File: src/rtl/execute_stage_if.sv
// Execute-stage bundle: x_* operands/controls in, combinational redirect/stall
// out, and the registered m_* bundle toward the memory stage.
interface execute_stage_if;
  logic [31:0] x_pc;
  logic [6:0]  x_opcode;
  logic [4:0]  x_dst_reg;
  logic [31:0] x_mem_offset;
  logic [31:0] x_brn_offset;
  logic [19:0] x_jmp_offset;
  logic [31:0] x_read_data_1;
  logic [31:0] x_read_data_2;
  logic        x_alu_imm_src;
  logic        x_mem_read;
  logic        x_mem_write;
  logic        x_mem_byte;
  logic        x_reg_write;
  logic        x_mem_to_reg;
  logic        x_stall;
  logic        x_branch_taken;
  logic [31:0] x_branch_target;
  logic [31:0] m_alu_result;
  logic [31:0] m_store_data;
  logic [4:0]  m_dst_reg;
  logic        m_mem_read;
  logic        m_mem_write;
  logic        m_mem_byte;
  logic        m_reg_write;
  logic        m_mem_to_reg;

  // Upstream side: drives the decode-to-execute bundle, observes the results.
  modport master (
    output x_pc, x_opcode, x_dst_reg, x_mem_offset, x_brn_offset, x_jmp_offset,
           x_read_data_1, x_read_data_2, x_alu_imm_src, x_mem_read, x_mem_write,
           x_mem_byte, x_reg_write, x_mem_to_reg,
    input  x_stall, x_branch_taken, x_branch_target, m_alu_result, m_store_data,
           m_dst_reg, m_mem_read, m_mem_write, m_mem_byte, m_reg_write, m_mem_to_reg
  );

  // Execute-stage side.
  modport slave (
    input  x_pc, x_opcode, x_dst_reg, x_mem_offset, x_brn_offset, x_jmp_offset,
           x_read_data_1, x_read_data_2, x_alu_imm_src, x_mem_read, x_mem_write,
           x_mem_byte, x_reg_write, x_mem_to_reg,
    output x_stall, x_branch_taken, x_branch_target, m_alu_result, m_store_data,
           m_dst_reg, m_mem_read, m_mem_write, m_mem_byte, m_reg_write, m_mem_to_reg
  );
endinterface

File: src/rtl/execute_stage.sv
// Execute stage: ALU, address generation, branch/jump redirect and a 32-step
// shift-add multiplier that stalls the front end, registered into m_*.
module execute_stage (
  input  logic            clock,
  input  logic            reset,
  execute_stage_if.slave  bus
);

  localparam logic [6:0] OP_ADD   = 7'h00;
  localparam logic [6:0] OP_SUB   = 7'h01;
  localparam logic [6:0] OP_MUL   = 7'h02;
  localparam logic [6:0] OP_LOAD  = 7'h10;
  localparam logic [6:0] OP_STORE = 7'h11;
  localparam logic [6:0] OP_BEQ   = 7'h30;
  localparam logic [6:0] OP_JUMP  = 7'h31;

  typedef enum logic [1:0] {IDLE, BUSY, DONE} mul_state_e;

  mul_state_e  state_q, state_d;
  logic [4:0]  cnt_q, cnt_d;
  logic [31:0] mcand_q, mcand_d;
  logic [31:0] mplier_q, mplier_d;
  logic [31:0] acc_q, acc_d;

  logic [31:0] m_alu_result_q, m_alu_result_d;
  logic [31:0] m_store_data_q, m_store_data_d;
  logic [4:0]  m_dst_reg_q, m_dst_reg_d;
  logic [4:0]  m_ctrl_q, m_ctrl_d;

  logic [31:0] op_b;
  logic [31:0] alu_result;
  logic        stall;
  logic        taken;
  logic [31:0] target;

  // Single-cycle ALU and address generation.
  always_comb begin
    op_b = bus.x_alu_imm_src ? bus.x_mem_offset : bus.x_read_data_2;
    alu_result = '0;
    case (bus.x_opcode)
      OP_ADD:             alu_result = bus.x_read_data_1 + op_b;
      OP_SUB:             alu_result = bus.x_read_data_1 - op_b;
      OP_LOAD, OP_STORE:  alu_result = bus.x_read_data_1 + bus.x_mem_offset;
      default:            alu_result = '0;
    endcase
  end

  // Branch/jump redirect, purely combinational on the current inputs.
  always_comb begin
    taken  = 1'b0;
    target = '0;
    case (bus.x_opcode)
      OP_BEQ: begin
        taken  = (bus.x_read_data_1 == bus.x_read_data_2);
        target = taken ? bus.x_pc + bus.x_brn_offset : '0;
      end
      OP_JUMP: begin
        taken  = 1'b1;
        target = bus.x_pc + {{12{bus.x_jmp_offset[19]}}, bus.x_jmp_offset};
      end
      default: begin
        taken  = 1'b0;
        target = '0;
      end
    endcase
  end

  // Multiplier next-state, datapath and stall generation.
  always_comb begin
    state_d  = state_q;
    cnt_d    = cnt_q;
    mcand_d  = mcand_q;
    mplier_d = mplier_q;
    acc_d    = acc_q;
    stall    = 1'b0;
    case (state_q)
      IDLE: begin
        if (bus.x_opcode == OP_MUL) begin
          stall    = 1'b1;
          mcand_d  = bus.x_read_data_1;
          mplier_d = op_b;
          acc_d    = '0;
          cnt_d    = '0;
          state_d  = BUSY;
        end
      end
      BUSY: begin
        stall    = 1'b1;
        acc_d    = mplier_q[0] ? acc_q + mcand_q : acc_q;
        mcand_d  = mcand_q << 1;
        mplier_d = mplier_q >> 1;
        cnt_d    = cnt_q + 5'd1;
        if (cnt_q == 5'd31) state_d = DONE;
      end
      DONE:    state_d = IDLE;
      default: state_d = IDLE;
    endcase
  end

  // Next m_* bundle: a bubble while stalled, the product in DONE, else the ALU.
  always_comb begin
    m_alu_result_d = '0;
    m_store_data_d = '0;
    m_dst_reg_d    = '0;
    m_ctrl_d       = '0;
    if (!stall) begin
      m_alu_result_d = (state_q == DONE) ? acc_q : alu_result;
      m_store_data_d = bus.x_read_data_2;
      m_dst_reg_d    = bus.x_dst_reg;
      m_ctrl_d       = {bus.x_mem_read, bus.x_mem_write, bus.x_mem_byte,
                        bus.x_reg_write, bus.x_mem_to_reg};
    end
  end

  // Multiplier state and datapath registers.
  always_ff @(posedge clock or negedge reset) begin
    if (!reset) begin
      state_q  <= IDLE;
      cnt_q    <= '0;
      mcand_q  <= '0;
      mplier_q <= '0;
      acc_q    <= '0;
    end else begin
      state_q  <= state_d;
      cnt_q    <= cnt_d;
      mcand_q  <= mcand_d;
      mplier_q <= mplier_d;
      acc_q    <= acc_d;
    end
  end

  // Execute-to-memory pipeline register.
  always_ff @(posedge clock or negedge reset) begin
    if (!reset) begin
      m_alu_result_q <= '0;
      m_store_data_q <= '0;
      m_dst_reg_q    <= '0;
      m_ctrl_q       <= '0;
    end else begin
      m_alu_result_q <= m_alu_result_d;
      m_store_data_q <= m_store_data_d;
      m_dst_reg_q    <= m_dst_reg_d;
      m_ctrl_q       <= m_ctrl_d;
    end
  end

  // Stall is masked while reset is held so an aborted MUL releases the front end.
  assign bus.x_stall         = stall & reset;
  assign bus.x_branch_taken  = taken;
  assign bus.x_branch_target = target;
  assign bus.m_alu_result    = m_alu_result_q;
  assign bus.m_store_data    = m_store_data_q;
  assign bus.m_dst_reg       = m_dst_reg_q;
  assign bus.m_mem_read      = m_ctrl_q[4];
  assign bus.m_mem_write     = m_ctrl_q[3];
  assign bus.m_mem_byte      = m_ctrl_q[2];
  assign bus.m_reg_write     = m_ctrl_q[1];
  assign bus.m_mem_to_reg    = m_ctrl_q[0];

endmodule

File: src/flat_wrapper.sv
// flat-port wrapper written by rule: the top's interface ports become plain ports
module execute_stage_flat 
  (clock, reset, bus_x_pc, bus_x_opcode, bus_x_dst_reg, bus_x_mem_offset, bus_x_brn_offset, bus_x_jmp_offset, bus_x_read_data_1, bus_x_read_data_2, bus_x_alu_imm_src, bus_x_mem_read, bus_x_mem_write, bus_x_mem_byte, bus_x_reg_write, bus_x_mem_to_reg, bus_x_stall, bus_x_branch_taken, bus_x_branch_target, bus_m_alu_result, bus_m_store_data, bus_m_dst_reg, bus_m_mem_read, bus_m_mem_write, bus_m_mem_byte, bus_m_reg_write, bus_m_mem_to_reg);
  execute_stage_if bus_i ();
  input  logic clock;
  input  logic reset;
  input wire logic [$bits(bus_i.x_pc)-1:0] bus_x_pc;
  input wire logic [$bits(bus_i.x_opcode)-1:0] bus_x_opcode;
  input wire logic [$bits(bus_i.x_dst_reg)-1:0] bus_x_dst_reg;
  input wire logic [$bits(bus_i.x_mem_offset)-1:0] bus_x_mem_offset;
  input wire logic [$bits(bus_i.x_brn_offset)-1:0] bus_x_brn_offset;
  input wire logic [$bits(bus_i.x_jmp_offset)-1:0] bus_x_jmp_offset;
  input wire logic [$bits(bus_i.x_read_data_1)-1:0] bus_x_read_data_1;
  input wire logic [$bits(bus_i.x_read_data_2)-1:0] bus_x_read_data_2;
  input wire logic [$bits(bus_i.x_alu_imm_src)-1:0] bus_x_alu_imm_src;
  input wire logic [$bits(bus_i.x_mem_read)-1:0] bus_x_mem_read;
  input wire logic [$bits(bus_i.x_mem_write)-1:0] bus_x_mem_write;
  input wire logic [$bits(bus_i.x_mem_byte)-1:0] bus_x_mem_byte;
  input wire logic [$bits(bus_i.x_reg_write)-1:0] bus_x_reg_write;
  input wire logic [$bits(bus_i.x_mem_to_reg)-1:0] bus_x_mem_to_reg;
  output wire logic [$bits(bus_i.x_stall)-1:0] bus_x_stall;
  output wire logic [$bits(bus_i.x_branch_taken)-1:0] bus_x_branch_taken;
  output wire logic [$bits(bus_i.x_branch_target)-1:0] bus_x_branch_target;
  output wire logic [$bits(bus_i.m_alu_result)-1:0] bus_m_alu_result;
  output wire logic [$bits(bus_i.m_store_data)-1:0] bus_m_store_data;
  output wire logic [$bits(bus_i.m_dst_reg)-1:0] bus_m_dst_reg;
  output wire logic [$bits(bus_i.m_mem_read)-1:0] bus_m_mem_read;
  output wire logic [$bits(bus_i.m_mem_write)-1:0] bus_m_mem_write;
  output wire logic [$bits(bus_i.m_mem_byte)-1:0] bus_m_mem_byte;
  output wire logic [$bits(bus_i.m_reg_write)-1:0] bus_m_reg_write;
  output wire logic [$bits(bus_i.m_mem_to_reg)-1:0] bus_m_mem_to_reg;
  assign bus_i.x_pc = bus_x_pc;
  assign bus_i.x_opcode = bus_x_opcode;
  assign bus_i.x_dst_reg = bus_x_dst_reg;
  assign bus_i.x_mem_offset = bus_x_mem_offset;
  assign bus_i.x_brn_offset = bus_x_brn_offset;
  assign bus_i.x_jmp_offset = bus_x_jmp_offset;
  assign bus_i.x_read_data_1 = bus_x_read_data_1;
  assign bus_i.x_read_data_2 = bus_x_read_data_2;
  assign bus_i.x_alu_imm_src = bus_x_alu_imm_src;
  assign bus_i.x_mem_read = bus_x_mem_read;
  assign bus_i.x_mem_write = bus_x_mem_write;
  assign bus_i.x_mem_byte = bus_x_mem_byte;
  assign bus_i.x_reg_write = bus_x_reg_write;
  assign bus_i.x_mem_to_reg = bus_x_mem_to_reg;
  assign bus_x_stall = bus_i.x_stall;
  assign bus_x_branch_taken = bus_i.x_branch_taken;
  assign bus_x_branch_target = bus_i.x_branch_target;
  assign bus_m_alu_result = bus_i.m_alu_result;
  assign bus_m_store_data = bus_i.m_store_data;
  assign bus_m_dst_reg = bus_i.m_dst_reg;
  assign bus_m_mem_read = bus_i.m_mem_read;
  assign bus_m_mem_write = bus_i.m_mem_write;
  assign bus_m_mem_byte = bus_i.m_mem_byte;
  assign bus_m_reg_write = bus_i.m_reg_write;
  assign bus_m_mem_to_reg = bus_i.m_mem_to_reg;
  execute_stage u_core (.clock(clock), .reset(reset), .bus(bus_i));
endmodule
File: config.mk
export PLATFORM = sky130hd
export DESIGN_NAME = execute_stage_flat
export DESIGN_NICKNAME = d
export VERILOG_FILES = /design/src/rtl/execute_stage_if.sv /design/src/rtl/execute_stage.sv /design/src/flat_wrapper.sv
export SDC_FILE = /design/constraint.sdc
export NUM_CORES = 1
export LEC_CHECK = 0
export ABC_AREA = 0
export ABC_CLOCK_PERIOD_IN_PS = 10900
export CAP_MARGIN = 20
export CORE_MARGIN = 2
export CORE_UTILIZATION = 30
export DETAILED_ROUTE_END_ITERATION = 8
export PLACE_DENSITY = 0.6
export SLEW_MARGIN = 20
export SYNTH_ARGS = -nofsm -noshare
export SYNTH_HDL_FRONTEND = slang
export SYNTH_SLANG_ARGS = --single-unit
File: constraint.sdc
create_clock -name clock -period 10.9 [get_ports clock]
set_input_delay 2.725 -clock clock [delete_from_list [all_inputs] [get_ports clock]]
set_output_delay 2.725 -clock clock [all_outputs]
set_load 0.02 [all_outputs]
==> flow_summary.ini, run 1 <==
[run_status]
status = finished, final reports clean

[cells_and_area]
fin_area_um2 = 19300
area_growth_syn_to_layout_pct = 29.5
nFillCells = 4996
drive_gt1_share_pct = 4.13
nets = 2382

[critical_path]
critPathMaxFanout = 5
crit_chain = clkdlybuf4s50_1, ha_1, fa_1, a21o_1, a221oi_1, nor3b_1, o31ai_1, buf_4, a2111o_1, and3_1, nor3_1, xor2_1, o22ai_1, clkdlybuf4s50_1
startpoint_type = input port
critPathRequiredTime_ns = 8.18
crit_top_cell = clkdlybuf4s50_1
reg2reg_depth = 10
crit_end = bus_x_branch_target[30]
worstPathArrival_ns = 7.03
reg2reg_setup_slack_ns = 7.24
crit_type = input port to output port
r2r-start = u_core.acc_q[4]
rr_endpoint = u_core.acc_q[31]
cpPeakStageDelay_ns = 0.68
cp-end-kind = output port
startpoint = bus_x_pc[0]
crit_slowest_cell = clkdlybuf4s50_1

[global_routing]
grt_pass1_vias = 14800
grt_max_degree = 65
overflow = 0
grtUsageMet1_pct = 28.6
grt.total_usage_pct = 21.8
antenna_found_initial = 8
grt_busiest_layer = met2
grt.met3_usage_pct = 4.41
grt_pass1_wl_um = 85900
use_met2_pct = 35.8

[cts]
clkTransAtPathRegs_ns = 0.07
htreeDepth = 4
hold_buffers = 0
cts_tree = done
cts_root_buffer = clkbuf_16
clock_sinks = 177
cts_resized = 0
clock_path_buffers = 2
insertion_delay_ns = 0.46
cts_buffers = 17
postCtsSetupRepairBufs = 0

[yosys]
yosysWarnings = 0
synth_most_common_cell = nor2_1
synth-async-reset-ratio_pct = 100
avgSynthCellArea_um2 = 8.40
synth-seq-area-share_pct = 29.7
ys_top_cells_by_area = dfrtp_1 30%, ha_1 11%, nor2_1 5.5%
ys_types = 79
yosysTopAreaCell = dfrtp_1
synth_ff_type = dfrtp_1
synth_top_area_share_pct = 29.7
synth_commonest_cells = 218 x nor2_1, 177 x dfrtp_1, 157 x nand2_1
syn_area_um2 = 14900
syn_nets = 2112
synth-edff-count = 0
syn_inst = 1775
ys_ff_latch = 177

[drt]
wl_um = 57100
via_count = 15100
drt_iter0_drc = 1159
wire_per_inst_um = 21.0
drt_first_pass_iters = 5
ant_nets = 0
viasPerCell = 5.52
drc_errors = 0

[die]
die_h_um = 227
die_x_um = 227
core_region_area_um2 = 49000
ioPinCount = 308
row_count = 81
start_util_pct = 30.5
dieArea_um2 = 51500

[timing]
maxSlewHeadroom_pct = 37.4
worst_slack_ns = 1.14
setup_viol = 0
hold_slack_ns = 0.484
finalHoldViolations = 0
tns_ns = 0
maxSlewViolCount = 0
min_period_ns = 9.76
tightestPinTransition_ns = 0.934
fin_crit_sh_pct = 89.5
finClkSkew_ns = 0.0168
rsz0062_at_grt = false
timing.fmax_mhz = 102

[placed_design]
placed_area_um2 = 18700
port_buffers = 307
gp_congestion = 0.937
dp_slack_ns = 1.20
dp_hpwl_um = 44700

[power]
powerDensity_nw_per_um2 = 177
peakVddDrop_mv = 0.135
p_leak_uw = 0.00800

[run]
drv_cap = 0

[hold_path]
hp-class = flop to flop
## worst min path at each step
stage,start,end,slack (ns),cells after the start
global route,u_core.mplier_q[20],u_core.mplier_q[20],0.51,2
finish,u_core.mplier_q[20],u_core.mplier_q[20],0.48,2
CTS,u_core.cnt_q[3],u_core.cnt_q[3],0.49,1
global placement,u_core.mplier_q[20],u_core.mplier_q[20],0.46,2
detailed placement,u_core.mplier_q[20],u_core.mplier_q[20],0.47,2
floorplan,u_core.mplier_q[20],u_core.mplier_q[20],0.45,2
## critical path: cells and delay by family
kind                     cells  cell delay [ns]
AO/OA/AOI/OAI                5             1.46
buffers and inverters        3             1.29
AND/OR/NAND/NOR              3             0.77
adder cells (fa/ha/maj)      2             0.67
XOR/XNOR                     1             0.10
## cells in the final DEF, fill, tap and decap left out, types with 30 or more instances in the layout
cell / n
a211oi_1: 30
a21o_1: 50
a21oi_1: 98
a22oi_1: 32
and3_1: 52
clkdlybuf4s50_1: 305
dfrtp_1: 177
ha_1: 133
inv_1: 38
mux2i_1: 30
nand2_1: 155
nand3_1: 43
nor2_1: 217
nor3_1: 34
o211ai_1: 31
o21ai_0: 80
o22ai_1: 53
xnor2_1: 85
xor2_1: 82
## kinds of logic after synthesis
logic type,share of synthesized area [%]
buffers and inverters,3.09
AND/OR/NAND/NOR,19.5
multiplexers,2.64
XOR/XNOR,9.81
AO/OA/AOI/OAI,23.6
adder cells (fa/ha/maj),11.7
flip-flops,29.7
## metal layers
| layer | share of wire (%) | wire length, µm |
|---|---|---|
| met1 | 43 | 24700 |
| met4 | 2.6 | 1480 |
| met2 | 46 | 26600 |
| met5 | 0.13 | 77 |
| met3 | 7.6 | 4320 |
## cell type report
type	count	area [µm²]	area share (%)
well taps	664	831	4.30
flip-flops and latches	177	4430	22.9
clock buffers	18	429	2.22
clock inverters	14	170	0.882
inverters	38	143	0.739
diodes	5	12.5	0.0648
repair buffers	327	3230	16.7
multi-input cells	1484	10100	52.1
## through the flow
step	cells	utilization [%]	total power, µW
after CTS	2722	39.4	3420
after detailed placement	2690	38.2	2760
after floorplan	1775	-	2250
after global placement	2689	38.1	2730
after global routing	2723	39.4	3690
final	2727	39.4	3420
## report_power, final
part	total, µW	internal (µW)	switching, µW
clock	642	328	315
sequential	992	845	147
combinational	1780	776	1010
total	3420	1950	1470
(Power assumes the default switching activity.)
==> run 2: changes to the inputs <==
- SETUP_SLACK_MARGIN: not set -> 0.4
==> results of run 2 <==
Same layout as run 1: the final DEF is identical, and so are final timing and power.
==> run 3: changes to the inputs <==
- ABC_CLOCK_PERIOD_IN_PS: 10900 -> 10300
- clock period: 10.9 -> 10.3 ns (I/O delays scaled with it)
==> flow_summary.ini, run 3 (synthesis gave the netlist of run 1 again) <==
[die]
die_h_um = 227
ioPinCount = 308
start_util_pct = 30.5
core_region_area_um2 = 49000
row_count = 81
dieArea_um2 = 51500
die_x_um = 227

[power]
switchingPower_uw = 1540
internal_power_uw = 2070
powerDensity_nw_per_um2 = 188
combPwrFrac_pct = 52.5
seqPwrFrac_pct = 29.1
p_leak_uw = 0.00799
sw_frac_of_total_pct = 42.8
p_clk_share_pct = 18.4
peakVddDrop_mv = 0.126

[critical_path]
worstPathArrival_ns = 6.76
path_buf_inv = 3
startpoint_type = input port
crit_slowest_cell = clkdlybuf4s50_1
critPathRequiredTime_ns = 7.73
cpPeakStageDelay_ns = 0.67
crit_type = input port to output port
crit_family = compound AO/OA/AOI/OAI gates
crit_chain = clkdlybuf4s50_1, ha_1, fa_1, a21o_1, a221oi_1, nor3b_1, o31ai_1, buf_4, a2111o_1, and3_1, nor3_1, xor2_1, o22ai_1, clkdlybuf4s50_1
critPathMaxFanout = 5
crit_top_cell = clkdlybuf4s50_1
cp-end-kind = output port

[drt]
ant_nets = 0
wire_per_inst_um = 20.8
drt_iter0_drc = 1194
via_count = 14900
drc_errors = 0
viasPerCell = 5.48
drt_first_pass_iters = 6
wl_um = 56700

[timing]
fin_crit_sh_pct = 90.6
worst_slack_ns = 0.966
tns_ns = 0
finalHoldViolations = 0
setup_viol = 0
tightestPinTransition_ns = 1.07
timing.fmax_mhz = 107
min_period_ns = 9.33
rsz0062_at_grt = false
finClkSkew_ns = 0.0264
maxSlewHeadroom_pct = 27.9
maxSlewViolCount = 0

[placed_design]
port_buffers = 307
gp_congestion = 0.936
dp_hpwl_um = 44300
dp_slack_ns = 1.04
dp_cells = 2690

[global_routing]
grt_pass1_wl_um = 84800
overflow = 0
grt_pass1_vias = 14400
grt.total_usage_pct = 21.6
grt_max_degree = 67
antenna_found_initial = 8

[cells_and_area]
nets = 2382
seqCellArea_um2 = 4430
final_common_cell = clkdlybuf4s50_1
drive_gt1_share_pct = 4.13
nFillCells = 4963
area_growth_syn_to_layout_pct = 29.2
final_cell_count_no_fill = 2723
multiInputGateArea_um2 = 10100
final_cell_mix = 305 x clkdlybuf4s50_1, 217 x nor2_1, 177 x dfrtp_1, 155 x nand2_1, 133 x ha_1

[cts]
clkTransAtPathRegs_ns = 0.06
cts_resized = 0
cts_tree = done
htreeDepth = 4
insertion_delay_ns = 0.47
postCtsSetupRepairBufs = 0
hold_buffers = 0
cts_root_buffer = clkbuf_16
clock_path_buffers = 2
cts_buffers = 17
clock_sinks = 177

[run]
drv_cap = 0

[hold_path]
hp-class = flop to flop

[run_status]
status = finished, final reports clean
==> run 3: changes by cell type in the layout (fill, tap and decap cells not counted), moves of 2 or more <==
cell        change
clkinv_8        -3
clkinvlp_4      -2
clkinv_4        +2
diode_2         -4
inv_8           -2
clkbuf_8        +2
clkinv_2        +2
==> run 3: layout make-up <==
| cell class | count | share of cell area, % |
|---|---|---|
| Timing Repair Buffer | 327 | 16.7 |
| Antenna cell | 1 | 0.0130 |
| Inverter | 38 | 0.741 |
| Multi-Input combinational cell | 1484 | 52.2 |
| Clock inverter | 12 | 0.624 |
| Sequential cell | 177 | 23.0 |
| Tap cell | 664 | 4.31 |
| Clock buffer | 20 | 2.37 |
==> run 3: worst paths after layout <==
kind | start | endpoint | slack, ns | cells past startpoint
worst max-delay path | bus_x_pc[0] | bus_x_branch_target[30] | 0.97 | 14
worst min-delay path | u_core.cnt_q[3] | u_core.cnt_q[3] | 0.50 | 1
worst max register to register | u_core.acc_q[4] | u_core.acc_q[31] | 6.57 | 10
worst min register to register | u_core.cnt_q[3] | u_core.cnt_q[3] | 0.50 | 1
max in group asynchronous | reset | u_core.bus.m_dst_reg[3] | 6.88 | 2
min in group asynchronous | reset | u_core.bus.m_alu_result[21] | 2.08 | 1
==> run 3: power by group through the flow <==
stage / registers (µW) / clock network, µW / logic (µW)
after global routing: 1070 / 710 / 2100
final: 1050 / 664 / 1900
after detailed placement: 1060 / 0 / 1870
after CTS: 1050 / 680 / 1880
after floorplan: 1040 / 0 / 1340
after global placement: 1050 / 0 / 1840
==> run 3: stage by stage <==
step                hold WS (ns)  total power [µW]  cell area (µm²)  util [%]
floorplan                  0.446              2380            14900         -
global placement           0.466              2890            18700      38.2
detailed placement         0.479              2930            18700      38.2
CTS                        0.500              3610            19300      39.3
global route               0.515              3880            19300      39.3
finish                     0.496              3610            19300      39.3
==> run 3: metal layers <==
layer	part of all wire, %	GRT usage, %	vias up
met5	0.17	0	-
met3	7.2	4.76	78
met4	2.3	6.73	14
met1	43	28.1	7177
met2	47	35.8	561
li1	-	-	7105
